**config.mk**
```make
export PLATFORM = sky130hd
export DESIGN_NAME = ln_sum_exp_arbiter_flat
export DESIGN_NICKNAME = d
export VERILOG_FILES = /design/src/rtl/ln_sum_exp_arbiter_if.sv /design/src/rtl/ln_sum_exp_arbiter.sv /design/src/flat_wrapper.sv
export SDC_FILE = /design/constraint.sdc
export NUM_CORES = 1
export LEC_CHECK = 0
export CAP_MARGIN = 30
export CORE_MARGIN = 1
export CORE_UTILIZATION = 38
export DETAILED_ROUTE_END_ITERATION = 16
export GPL_TIMING_DRIVEN = 0
export PLACE_DENSITY = 0.77
export SKIP_LAST_GASP = 1
export SYNTH_ARGS = -nofsm -noshare
export SYNTH_HDL_FRONTEND = slang
export SYNTH_SLANG_ARGS = --single-unit
```
**constraint.sdc**
```tcl
create_clock -name clk -period 2.5 [get_ports clk]
set_input_delay 0.25 -clock clk [delete_from_list [all_inputs] [get_ports clk]]
set_output_delay 0.25 -clock clk [all_outputs]
set_load 0.01 [all_outputs]
```
**src/rtl/ln_sum_exp_arbiter_if.sv**
```systemverilog
// Requester-side bundle for ln_sum_exp_arbiter: operand handshake plus routed results.
interface ln_sum_exp_arbiter_if #(
  parameter int BITS    = 16,
  parameter int NUM_REQ = 4
);
  logic [NUM_REQ-1:0]      req_valid;
  logic [NUM_REQ-1:0]      req_ready;
  logic [NUM_REQ*BITS-1:0] req_a;
  logic [NUM_REQ*BITS-1:0] req_b;
  logic [NUM_REQ-1:0]      resp_valid;
  logic [BITS-1:0]         resp_c;

  modport master (output req_valid, req_a, req_b, input req_ready, resp_valid, resp_c);
  modport slave  (input req_valid, req_a, req_b, output req_ready, resp_valid, resp_c);
endinterface

```
**src/rtl/ln_sum_exp_arbiter.sv**
```systemverilog
// Round-robin sharing of one pipelined ln_sum_exp datapath with tagged result routing.
// Optional latency checker (lat_err output) enabled by defining LSE_ARB_LAT_CHECK_EN.
module ln_sum_exp_arbiter #(
  parameter int BITS    = 16,
  parameter int NUM_REQ = 4,
  parameter int LATENCY = 4,
  parameter int MAX_OUT = 4
) (
  input  logic            clk,
  input  logic            rst_n,
  ln_sum_exp_arbiter_if.slave req_if,
  output logic            dp_in_valid,
  output logic [BITS-1:0] dp_a,
  output logic [BITS-1:0] dp_b,
  input  logic            dp_out_valid,
  input  logic [BITS-1:0] dp_c,
  output logic            busy
`ifdef LSE_ARB_LAT_CHECK_EN
  ,
  output logic            lat_err
`endif
);
  localparam int ID_W  = (NUM_REQ > 1) ? $clog2(NUM_REQ) : 1;
  localparam int CNT_W = $clog2(MAX_OUT + 1);

  logic [ID_W-1:0]    ptr;
  logic [NUM_REQ-1:0] eligible;
  logic [NUM_REQ-1:0] grant;
  logic               grant_any;
  logic [ID_W-1:0]    grant_id;
  logic [CNT_W-1:0]   cnt [NUM_REQ];
  logic [ID_W-1:0]    dp_id;
  logic [LATENCY-1:0] tag_v;
  logic [ID_W-1:0]    tag_id [LATENCY];
  logic [NUM_REQ-1:0] resp_valid_q;
  logic [BITS-1:0]    resp_c_q;
  logic               resp_fire;

  always_comb begin
    for (int i = 0; i < NUM_REQ; i++)
      eligible[i] = req_if.req_valid[i] && (cnt[i] < CNT_W'(MAX_OUT));
  end

  // Scan from the pointer with wrap-around; first eligible requester wins.
  always_comb begin
    int idx;
    idx       = 0;
    grant_any = 1'b0;
    grant_id  = '0;
    for (int k = 0; k < NUM_REQ; k++) begin
      idx = int'(ptr) + k;
      if (idx >= NUM_REQ) idx = idx - NUM_REQ;
      if (!grant_any && eligible[idx]) begin
        grant_any = 1'b1;
        grant_id  = ID_W'(idx);
      end
    end
    grant = grant_any ? (NUM_REQ'(1) << grant_id) : '0;
  end

  assign req_if.req_ready  = grant;
  assign req_if.resp_valid = resp_valid_q;
  assign req_if.resp_c     = resp_c_q;
  assign resp_fire         = dp_out_valid && tag_v[LATENCY-1];

  always_ff @(posedge clk or negedge rst_n) begin
    if (!rst_n) begin
      ptr         <= '0;
      dp_in_valid <= 1'b0;
      dp_a        <= '0;
      dp_b        <= '0;
      dp_id       <= '0;
    end else begin
      dp_in_valid <= grant_any;
      if (grant_any) begin
        ptr   <= (int'(grant_id) == NUM_REQ - 1) ? '0 : grant_id + 1'b1;
        dp_a  <= req_if.req_a[int'(grant_id)*BITS +: BITS];
        dp_b  <= req_if.req_b[int'(grant_id)*BITS +: BITS];
        dp_id <= grant_id;
      end
    end
  end

  // Tag enters alongside dp_in_valid so the tail lines up with dp_out_valid.
  always_ff @(posedge clk or negedge rst_n) begin
    if (!rst_n) begin
      tag_v <= '0;
      for (int k = 0; k < LATENCY; k++) tag_id[k] <= '0;
    end else begin
      tag_v[0]  <= dp_in_valid;
      tag_id[0] <= dp_id;
      for (int k = 1; k < LATENCY; k++) begin
        tag_v[k]  <= tag_v[k-1];
        tag_id[k] <= tag_id[k-1];
      end
    end
  end

  always_ff @(posedge clk or negedge rst_n) begin
    if (!rst_n) begin
      resp_valid_q <= '0;
      resp_c_q     <= '0;
      busy         <= 1'b0;
    end else begin
      resp_valid_q <= resp_fire ? (NUM_REQ'(1) << tag_id[LATENCY-1]) : '0;
      if (resp_fire) resp_c_q <= dp_c;
      busy <= (|tag_v) | dp_in_valid | (|resp_valid_q);
    end
  end

  // A same-cycle grant and response for one requester cancel out.
  always_ff @(posedge clk or negedge rst_n) begin
    if (!rst_n) begin
      for (int i = 0; i < NUM_REQ; i++) cnt[i] <= '0;
    end else begin
      for (int i = 0; i < NUM_REQ; i++) begin
        if (grant[i] && !resp_valid_q[i])      cnt[i] <= cnt[i] + 1'b1;
        else if (!grant[i] && resp_valid_q[i]) cnt[i] <= cnt[i] - 1'b1;
      end
    end
  end

`ifdef LSE_ARB_LAT_CHECK_EN
  localparam int ARM_W = $clog2(LATENCY + 2);
  logic [ARM_W-1:0] arm_cnt;

  // Hold off until stale datapath pulses from before reset have drained.
  always_ff @(posedge clk or negedge rst_n) begin
    if (!rst_n) begin
      arm_cnt <= ARM_W'(LATENCY + 1);
      lat_err <= 1'b0;
    end else begin
      if (arm_cnt != '0)                           arm_cnt <= arm_cnt - 1'b1;
      else if (dp_out_valid != tag_v[LATENCY-1])   lat_err <= 1'b1;
    end
  end
`endif
endmodule

```
**src/flat_wrapper.sv**
```systemverilog
// flat-port wrapper written by rule: the top's interface ports become plain ports
module ln_sum_exp_arbiter_flat 
#(
  parameter int BITS    = 16,
  parameter int NUM_REQ = 4,
  parameter int LATENCY = 4,
  parameter int MAX_OUT = 4
)
  (clk, rst_n, dp_in_valid, dp_a, dp_b, dp_out_valid, dp_c, busy, req_if_req_valid, req_if_req_a, req_if_req_b, req_if_req_ready, req_if_resp_valid, req_if_resp_c);
  ln_sum_exp_arbiter_if #(.BITS(BITS), .NUM_REQ(NUM_REQ)) req_if_i ();
  input  logic clk;
  input  logic rst_n;
  output logic dp_in_valid;
  output logic [BITS-1:0] dp_a;
  output logic [BITS-1:0] dp_b;
  input  logic dp_out_valid;
  input  logic [BITS-1:0] dp_c;
  output logic busy;
  input wire logic [$bits(req_if_i.req_valid)-1:0] req_if_req_valid;
  input wire logic [$bits(req_if_i.req_a)-1:0] req_if_req_a;
  input wire logic [$bits(req_if_i.req_b)-1:0] req_if_req_b;
  output wire logic [$bits(req_if_i.req_ready)-1:0] req_if_req_ready;
  output wire logic [$bits(req_if_i.resp_valid)-1:0] req_if_resp_valid;
  output wire logic [$bits(req_if_i.resp_c)-1:0] req_if_resp_c;
  assign req_if_i.req_valid = req_if_req_valid;
  assign req_if_i.req_a = req_if_req_a;
  assign req_if_i.req_b = req_if_req_b;
  assign req_if_req_ready = req_if_i.req_ready;
  assign req_if_resp_valid = req_if_i.resp_valid;
  assign req_if_resp_c = req_if_i.resp_c;
  ln_sum_exp_arbiter #(.BITS(BITS), .NUM_REQ(NUM_REQ), .LATENCY(LATENCY), .MAX_OUT(MAX_OUT)) u_core (.clk(clk), .rst_n(rst_n), .req_if(req_if_i), .dp_in_valid(dp_in_valid), .dp_a(dp_a), .dp_b(dp_b), .dp_out_valid(dp_out_valid), .dp_c(dp_c), .busy(busy));
endmodule
```
# == After elaboration in Yosys (flattened, before gate mapping) ==
# Index checks and enable logic that the tools add are counted.
# Widths: inputs -> output; s select.
# classes
add_sub_neg,16
order_cmp,12
n_eq_ne,1
shift,4
n_mux,35
bitwise,2
reduce_logical,33
# op_table
cell,count
$lt 32x4->1 const B,4
$mux 32,4
$shiftx 64x7->16,2
$ge 32x4->1 const B,3
$sub 32x4->32 const B,3
$mux 3,8
$logic_and 1x1->1,16
$add 3x1->3 const B,4
$lt 3x3->1 const B,4
$mux 1,12
$sub 3x1->3 const B,4
$logic_not 1->1,11
$mux 2,5
$bmux 1 s2,4
$mux 4,2
$reduce_bool 2->1,4
$reduce_or 4->1,2
$shl 1x2->4 const A,2
$add 2x2->3 const B,2
$sub 2x3->4 const B,1
$add 2x1->3 const B,1
$ge 2x3->1 const B,1
$add 2x1->2 const B,1
$eq 2x1->1 const B,1
$or 1x1->1,2
# totals
regBits,82
input_bits,151
output_inout_bits,58
elab_cells,120

# == Depth between registers and ports, before layout ==
# Gate-level depths: netlist of run 1.
# logic_depth
ltp_word,21
ltp_mapped,13
ltp_nobuf,12

# == Worst setup path before layout of run 1 ==
# No wires, ideal clock.
# synth_path
path_type,register to register
startpoint,register u_core.ptr[0]
endpoint,register u_core.cnt[11] (netlist name)
setup_time_ns,0.079
arrival_ns,2.707
required_ns,2.421
path_slack_ns,-0.286
path_stages_with_launch,13
n_path_buf,1
synth_period_minus_slack_ns,2.786
path_cell_list,dfrtp_1 -> or3b_4 -> o211ai_2 -> a21o_4 -> buf_12 -> inv_2 -> nor3_1 -> ha_1 -> inv_1 -> fa_1 -> xor2_1 -> nor2_1 -> xor2_1
# synth_via
elab_chain_cells,20
elab_cells_between_ends,48
classes_between,add/sub: 7; order compare: 4; shift: 1; mux: 26; reduce/logical: 10
# synth_rtl
element,line_no,text
from (decl),ln_sum_exp_arbiter.sv:26,logic [ID_W-1:0] ptr;
from (signal assigned),ln_sum_exp_arbiter.sv:76,ptr <= (int'(grant_id) == NUM_REQ - 1) ? '0 : grant_id + 1'b1;
"parallel branches: the longest is 16 deep, another holds $sub 32x4->32",--,
$mux 4 *,ln_sum_exp_arbiter.sv:58,grant = grant_any ? (NUM_REQ'(1) << grant_id) : '0;
via req_if_req_ready[0],flat_wrapper.sv:22,output wire logic [$bits(req_if_i.req_ready)-1:0] req_if_req_ready;
$logic_not 1->1,ln_sum_exp_arbiter.sv:118,else if (!grant[i] && resp_valid_q[i]) cnt[i] <= cnt[i] - 1'b1;
$logic_and 1x1->1,ln_sum_exp_arbiter.sv:118,
$reduce_bool 2->1 (no line),--,
"to (signal, indexed assignment)",ln_sum_exp_arbiter.sv:117,if (grant[i] && !resp_valid_q[i]) cnt[i] <= cnt[i] + 1'b1;
"to (signal, indexed assignment)",ln_sum_exp_arbiter.sv:118,
to (decl),ln_sum_exp_arbiter.sv:31,logic [CNT_W-1:0] cnt [NUM_REQ];
# Mark *: on every way through the listed nets, which the timed path passes. The select of a mux whose other input is x is not followed.
# A chain may end at the register's enable or synchronous reset.

# == Worst setup path after layout of run 1 ==
# layout_path
startpoint,register u_core.cnt[11] (netlist name)
endpoint,register u_core.cnt[11] (netlist name)
# layout_via
elab_chain_cells,20
elab_cells_between_ends,38
classes_between,add/sub: 2; order compare: 1; shift: 1; mux: 23; reduce/logical: 11
# layout_rtl
element,line_no,text
$lt 3x3->1,ln_sum_exp_arbiter.sv:41,eligible[i] = req_if.req_valid[i] && (cnt[i] < CNT_W'(MAX_OUT));
$logic_and 1x1->1,ln_sum_exp_arbiter.sv:41,
$bmux 1 s2,ln_sum_exp_arbiter.sv:53,if (!grant_any && eligible[idx]) begin
$mux 1 (implied by the code) (2 in series),ln_sum_exp_arbiter.sv:53,
$mux 1,ln_sum_exp_arbiter.sv:53,
$logic_not 1->1,ln_sum_exp_arbiter.sv:53,
$logic_and 1x1->1,ln_sum_exp_arbiter.sv:53,
$mux 1,ln_sum_exp_arbiter.sv:53,
(+3 left out),--,
$logic_not 1->1,ln_sum_exp_arbiter.sv:53,
$logic_and 1x1->1,ln_sum_exp_arbiter.sv:53,
$mux 2,ln_sum_exp_arbiter.sv:53,
$shl 1x2->4,ln_sum_exp_arbiter.sv:58,
$mux 4,ln_sum_exp_arbiter.sv:58,
$logic_not 1->1,ln_sum_exp_arbiter.sv:118,
$logic_and 1x1->1,ln_sum_exp_arbiter.sv:118,
$reduce_bool 2->1 (no line),--,
# Several ways; a longest one is shown, not always the timed one. The select of a mux whose other input is x is not followed.

==> results of run 1 <==
-- registers in the layout (all words and copies together) (netlist names) --
name	count
u_core.cnt	12
u_core.tag_v	4
u_core.req_if.resp_valid	4
u_core.dp_id	2
u_core.busy	1
u_core.tag_id	8
u_core.req_if.resp_c	16
u_core.dp_b	16
u_core.dp_a	16
u_core.dp_in_valid	1
u_core.ptr	2
-- placed cells by master (no fill, tap or decap), types with 5 or more instances in the layout --
| master | count |
|---|---|
| clkdlybuf4s50_1 | 202 |
| dfrtp_1 | 82 |
| a211oi_2 | 57 |
| inv_1 | 36 |
| nor2_1 | 34 |
| a211oi_1 | 33 |
| mux2i_1 | 32 |
| buf_4 | 29 |
| mux2_2 | 17 |
| clkbuf_1 | 10 |
| clkbuf_16 | 9 |
| xor2_1 | 8 |
| nand2_1 | 7 |
| buf_6 | 6 |
| inv_6 | 5 |
| mux2_4 | 5 |
| ha_4 | 5 |
-- worst max-delay path, cell delays in order (launching register included) --
cell      delay (ns)
dfrtp_1         0.43
and3b_2         0.29
o311ai_4        0.09
and2_4          0.20
buf_6           0.13
buf_6           0.11
nor3_4          0.20
ha_2            0.22
inv_2           0.05
fa_2            0.34
xor2_1          0.15
nor2_1          0.14
xor2_1          0.18
-- stage by stage --
step	util	hold slack, ns
finish	0.637	0.350
global route	0.637	0.367
CTS	0.635	0.353
detailed placement	0.591	0.200
global placement	0.589	0.333
floorplan	-	-0.0456
-- metal layers --
metal  up-vias  global-route usage  wire [microns]
met1      1945               0.266            5800
met4         0              0.0836             336
li1       1905                   -               -
met2       142               0.393            7210
met3        25              0.0503             730
met5         -                   0               0
-- kinds of logic after synthesis --
logic type                 synth area share
adders and majority gates            0.0333
muxes                                 0.123
and+or+nand+nor                      0.0727
buffers and inverters                0.0813
xor gates and xnor gates             0.0225
DFF                                   0.440
AOI/OAI and AO/OA                     0.227
-- worst paths after layout --
path | slack (ns) | cells after the start | to
setup / recovery | -0.13 | 12 | u_core.cnt[11]
hold / removal | 0.35 | 0 | u_core.tag_id[4]
setup reg to reg | -0.13 | 12 | u_core.cnt[11]
hold reg to reg | 0.35 | 0 | u_core.tag_id[4]
max in group asynchronous | 1.51 | 3 | u_core.dp_b[2]
min in group asynchronous | 0.39 | 2 | u_core.req_if.resp_c[11]
-- what timing repair did --
action,4_1_cts,5_1_grt
endpoints found under the hold margin,26,0
hold buffers,1,0
endpoints found under the setup margin,12,11
resized for setup,26,5
pin swaps,13,8
setup buffers,22,4
-- cell type report --
class / instances / share of cell area
well taps: 147 / 0.0241
repair buffers: 236 / 0.306
plain buffers: 24 / 0.0246
clock inverters: 6 / 0.00640
flip-flops and latches: 82 / 0.269
clock buffers: 10 / 0.0300
inverters: 42 / 0.0240
multi-input cells: 243 / 0.316
-- power groups by stage --
stage          Combinational [mW]  Sequential (mW)  Clock [mW]
2_1_floorplan                1.69             2.39           0
3_3_place_gp                 3.37             2.22           0
3_5_place_dp                 3.48             2.25           0
4_1_cts                      3.70             2.23        1.29
5_1_grt                      3.96             2.30        1.34
6_report                     3.73             2.23        1.25
==> impl_metrics.py, run 1 <==
metrics = {
    "power_and_ir_drop": {
        "power_frac_comb": 0.517,
        "clockPowerShare": 0.174,
        "p_int_mw": 4.57,
        "power_mw": 7.22,
        "p_switching_mw": 2.64,
        "p_per_area_nw_per_um2": 946,
        "ir_drop_mv": 0.437,
        "p_leak_nw": 3.26,
        "power_frac_seq": 0.310,
        "swShare": 0.366,
    },
    "logic_synthesis": {
        "synth_top_area_share": 0.440,
        "ys.flop_type": "dfrtp_1",
        "synthesis.area_sq_um": 4660,
        "synth_top_area_cell": "dfrtp_1",
        "synth-seq-area-share": 0.440,
        "synth_nets": 555,
        "synth-seq-cells": 82,
        "synth_commonest_cells": "dfrtp_1, a211oi_2, inv_1, nor2_1, a211oi_1",
        "ys_async_sr_fraction": 1.00,
        "syn_inst": 394,
        "synth_warnings": 0,
        "syn_area_per_cell_sq_um": 11.8,
        "synth_edf_count": 0,
        "synth.most_common_cell": "dfrtp_1",
        "yosys-top-cells-area": "dfrtp_1, a211oi_2, mux2i_1, a211oi_1, mux2_2",
        "ys_types": 42,
    },
    "routing": {
        "route.detailed.drc": 0,
        "drt-initial-drc-count": 139,
        "vias_per_cell": 5.08,
        "drt-pass1-iter-count": 4,
        "vias": 4017,
        "wl_per_cell_microns": 17.8,
        "antenna_left": 0,
        "routed_wl_mm": 14.1,
    },
    "worst_setup_path": {
        "worstReg2RegStart": "u_core.cnt[11]",
        "critPathLaunchType": "register",
        "crit_arrival_ns": 2.88,
        "critPathLaunch": "u_core.cnt[11]",
        "worstSetupPathType": "reg2reg",
        "worstPathRequired_ns": 2.75,
        "worst_setup_path_end_kind": "register",
        "path_max_fanout": 4,
    },
    "sta": {
        "tns_ns": -0.391,
        "skew_ns": 0.00454,
        "drv_slew": 0,
        "post-route-min-period_ns": 2.63,
        "rsz0062_at_grt": "true",
        "slew_headroom": 0.665,
        "max_freq_ghz": 0.380,
        "worst_pin_slew_ns": 0.502,
        "hold_viol_final": 0,
        "min_period_over_period": 1.05,
        "setup_viol": 6,
        "setup_ws_ns": -0.133,
    },
    "global_route": {
        "grt_overflow": 0,
        "grt_pass1_wl_mm": 21.9,
        "grt_antenna_before_repair": 0,
        "grt_pass1_vias": 4383,
        "grt_use_total": 0.223,
        "grt_max_degree": 57,
    },
    "placement": {
        "post-place-ws_ns": -0.763,
        "dp_hpwl_mm": 10.2,
        "port_buffers": 208,
        "place_inst": 750,
        "gp_congestion": 0.824,
        "dpl_cell_area_sq_um": 7070,
    },
    "clock_tree": {
        "numCtsBuffers": 9,
        "htree_levels": 3,
        "cts-root-buf": "clkbuf_16",
        "cts_sinks": 82,
        "clock_path_buffers": 2,
        "clk_transition_reported_paths_ns": 0.07,
        "clk_latency_ns": 0.34,
        "cts_tree": "built",
    },
    "finish": {
        "n_fill_cell": 933,
        "ff_latch_area_sq_um": 2050,
        "syn_to_final_growth_pct": 63.5,
        "antenna_cells": 0,
        "multi_input_area_sq_um": 2410,
        "drive_gt1_frac": 0.266,
        "final_nets": 799,
        "final_area_sq_um": 7620,
        "finalNonFillerCells": 790,
    },
    "job": {
        "drv_cap": 0,
    },
    "floorplan": {
        "io_pins": 209,
        "die_w_microns": 113,
        "start_util": 0.390,
        "core-area_sq_um": 12000,
        "row_count": 40,
        "die_area_sq_um": 12700,
        "die_h_microns": 113,
    },
    "min_path": {
        "min_path_type": "reg2reg",
        "hold_start": "u_core.tag_id[6]",
    },
    "run_status": {
        "violations": "negative setup slack",
        "status": "finished with violations",
    },
}
No activity file was read; power rests on OpenSTA's default activity.
==> run 2, diff against run 1 <==
CORE_MARGIN = default   (was 1)
==> results of run 2 <==
The final DEF is identical to that of run 1; final timing and power are the same.
==> run 3, diff against run 2 <==
CELL_PAD_IN_SITES_DETAIL_PLACEMENT = 0   (was default)
CELL_PAD_IN_SITES_GLOBAL_PLACEMENT = 2   (was default)
CORE_ASPECT_RATIO = 1.4   (was default)
CORE_UTILIZATION = 26   (was 38)
PLACE_DENSITY = default   (was 0.77)
PLACE_DENSITY_LB_ADDON = 0.1   (was default)
clock period = 2.9 ns   (was 2.5 ns; I/O delays follow)
==> impl_metrics.py, run 3 (synthesized netlist as in run 1, its figures left out) <==
metrics = {
    "global_route": {
        "grt_pass1_vias": 4088,
        "grt_pass1_wl_mm": 22.3,
        "grt_use_total": 0.161,
        "grt_max_degree": 69,
        "grt_antenna_before_repair": 0,
        "grt_overflow": 0,
    },
    "sta": {
        "rsz0062_at_grt": "true",
        "slew_headroom": 0.638,
        "post-route-min-period_ns": 2.80,
        "skew_ns": 0.00678,
        "worst_pin_slew_ns": 0.543,
        "min_period_over_period": 0.964,
        "max_freq_ghz": 0.358,
        "tns_ns": 0,
        "hold_viol_final": 0,
        "drv_slew": 0,
        "setup_viol": 0,
    },
    "floorplan": {
        "core-area_sq_um": 17500,
        "io_pins": 209,
        "start_util": 0.267,
        "die_h_microns": 160,
        "row_count": 57,
        "die_w_microns": 115,
        "die_area_sq_um": 18500,
    },
    "worst_setup_path": {
        "worstSetupPathType": "reg2reg",
        "path_max_fanout": 4,
        "path_cells": "and3b_2 -> o311ai_4 -> and2_4 -> buf_4 -> ha_4 -> and2_4 -> ha_2 -> inv_1 -> fa_1 -> xor2_1 -> nor2_1 -> xor2_1",
        "worstPathRequired_ns": 3.16,
        "crit_arrival_ns": 3.06,
        "critPathLaunchType": "register",
        "max_stage_delay_ns": 0.42,
        "worst_setup_path_end_kind": "register",
        "cp_slowest_cell": "dfrtp_1",
    },
    "finish": {
        "drive_gt1_frac": 0.241,
        "final_nets": 787,
        "final_area_sq_um": 7560,
        "antenna_cells": 0,
        "finalNonFillerCells": 867,
        "layout_common_cells": "clkdlybuf4s50_1, dfrtp_1, a211oi_2, inv_1, nor2_1",
        "syn_to_final_growth_pct": 62.2,
        "layout_commonest_cell": "clkdlybuf4s50_1",
    },
    "clock_tree": {
        "clk_latency_ns": 0.34,
        "cts-root-buf": "clkbuf_16",
        "htree_levels": 3,
        "clk_transition_reported_paths_ns": 0.06,
        "cts_tree": "built",
        "clock_path_buffers": 2,
        "cts_sinks": 82,
        "numCtsBuffers": 9,
    },
    "power_and_ir_drop": {
        "p_leak_nw": 3.16,
        "ir_drop_mv": 0.316,
        "p_per_area_nw_per_um2": 807,
        "power_mw": 6.10,
    },
    "routing": {
        "drt-pass1-iter-count": 4,
        "route.detailed.drc": 0,
        "routed_wl_mm": 14.5,
        "vias": 3858,
        "wl_per_cell_microns": 16.7,
        "drt-initial-drc-count": 85,
        "vias_per_cell": 4.45,
        "antenna_left": 0,
    },
    "run_status": {
        "status": "finished, final reports clean",
    },
    "placement": {
        "place_inst": 839,
        "dp_hpwl_mm": 11.1,
        "dpl_cell_area_sq_um": 7070,
        "gp_congestion": 0.745,
        "port_buffers": 208,
    },
    "job": {
        "drv_cap": 0,
    },
    "min_path": {
        "min_path_type": "reg2reg",
    },
}
## run 3: through the flow
stage	hold WS [ns]	setup slack, ns	utilization
after global placement	0.331	-1.68	0.403
after global routing	0.355	-0.0182	0.433
after detailed placement	0.181	-0.587	0.404
final	0.349	0.104	0.433
after CTS	0.349	-0.0277	0.426
after floorplan	-0.00559	0.114	-
## run 3: final timing paths
| kind | start | to | slack (ns) | cells after the start |
|---|---|---|---|---|
| max reg2reg | u_core.ptr[1] | u_core.cnt[2] | 0.10 | 12 |
| max | u_core.ptr[1] | u_core.cnt[2] | 0.10 | 12 |
| min in group asynchronous | rst_n | u_core.dp_b[13] | 0.37 | 2 |
| min | u_core.tag_id[4] | u_core.tag_id[2] | 0.35 | 0 |
| min reg2reg | u_core.tag_id[4] | u_core.tag_id[2] | 0.35 | 0 |
| max in group asynchronous | rst_n | u_core.dp_a[4] | 1.93 | 3 |
## run 3: layout make-up
| class | instances | area (sq um) |
|---|---|---|
| Inverter | 42 | 178 |
| Clock buffer | 10 | 239 |
| Tap cell | 236 | 295 |
| Sequential cell | 82 | 2050 |
| Multi-Input combinational cell | 243 | 2320 |
| Fill cell | 1692 | 9910 |
| Timing Repair Buffer | 223 | 2220 |
| Clock inverter | 6 | 48.8 |
| Buffer | 25 | 205 |
## run 3: where the power goes
| part | switching (mW) | internal, mW |
|---|---|---|
| logic | 1.46 | 1.64 |
| clock network | 0.496 | 0.611 |
| registers | 0.268 | 1.63 |
## run 3: routing by layer
layer,track usage,vias up,part of all wire
li1,-,1870,-
met1,0.184,1863,0.40
met2,0.290,112,0.53
met3,0.0423,13,0.055
met4,0.0466,0,0.014
met5,0,-,0
## run 3: what timing repair did
action	CTS	global route
hold buffers	1	0
endpoints found under the hold margin	14	0
pin swaps	3	8
setup buffers	5	8
setup endpoints to repair	12	8
resized for setup	12	24
## run 3: worst max-delay path, delay by kind of cell, from the launching register on
kind	cells	cell delay, ns
buffers and inverters	2	0.22
xor gates and xnor gates	2	0.30
adders and majority gates	3	0.73
AOI/OAI and AO/OA	1	0.31
DFF	1	0.42
and+or+nand+nor	4	0.74
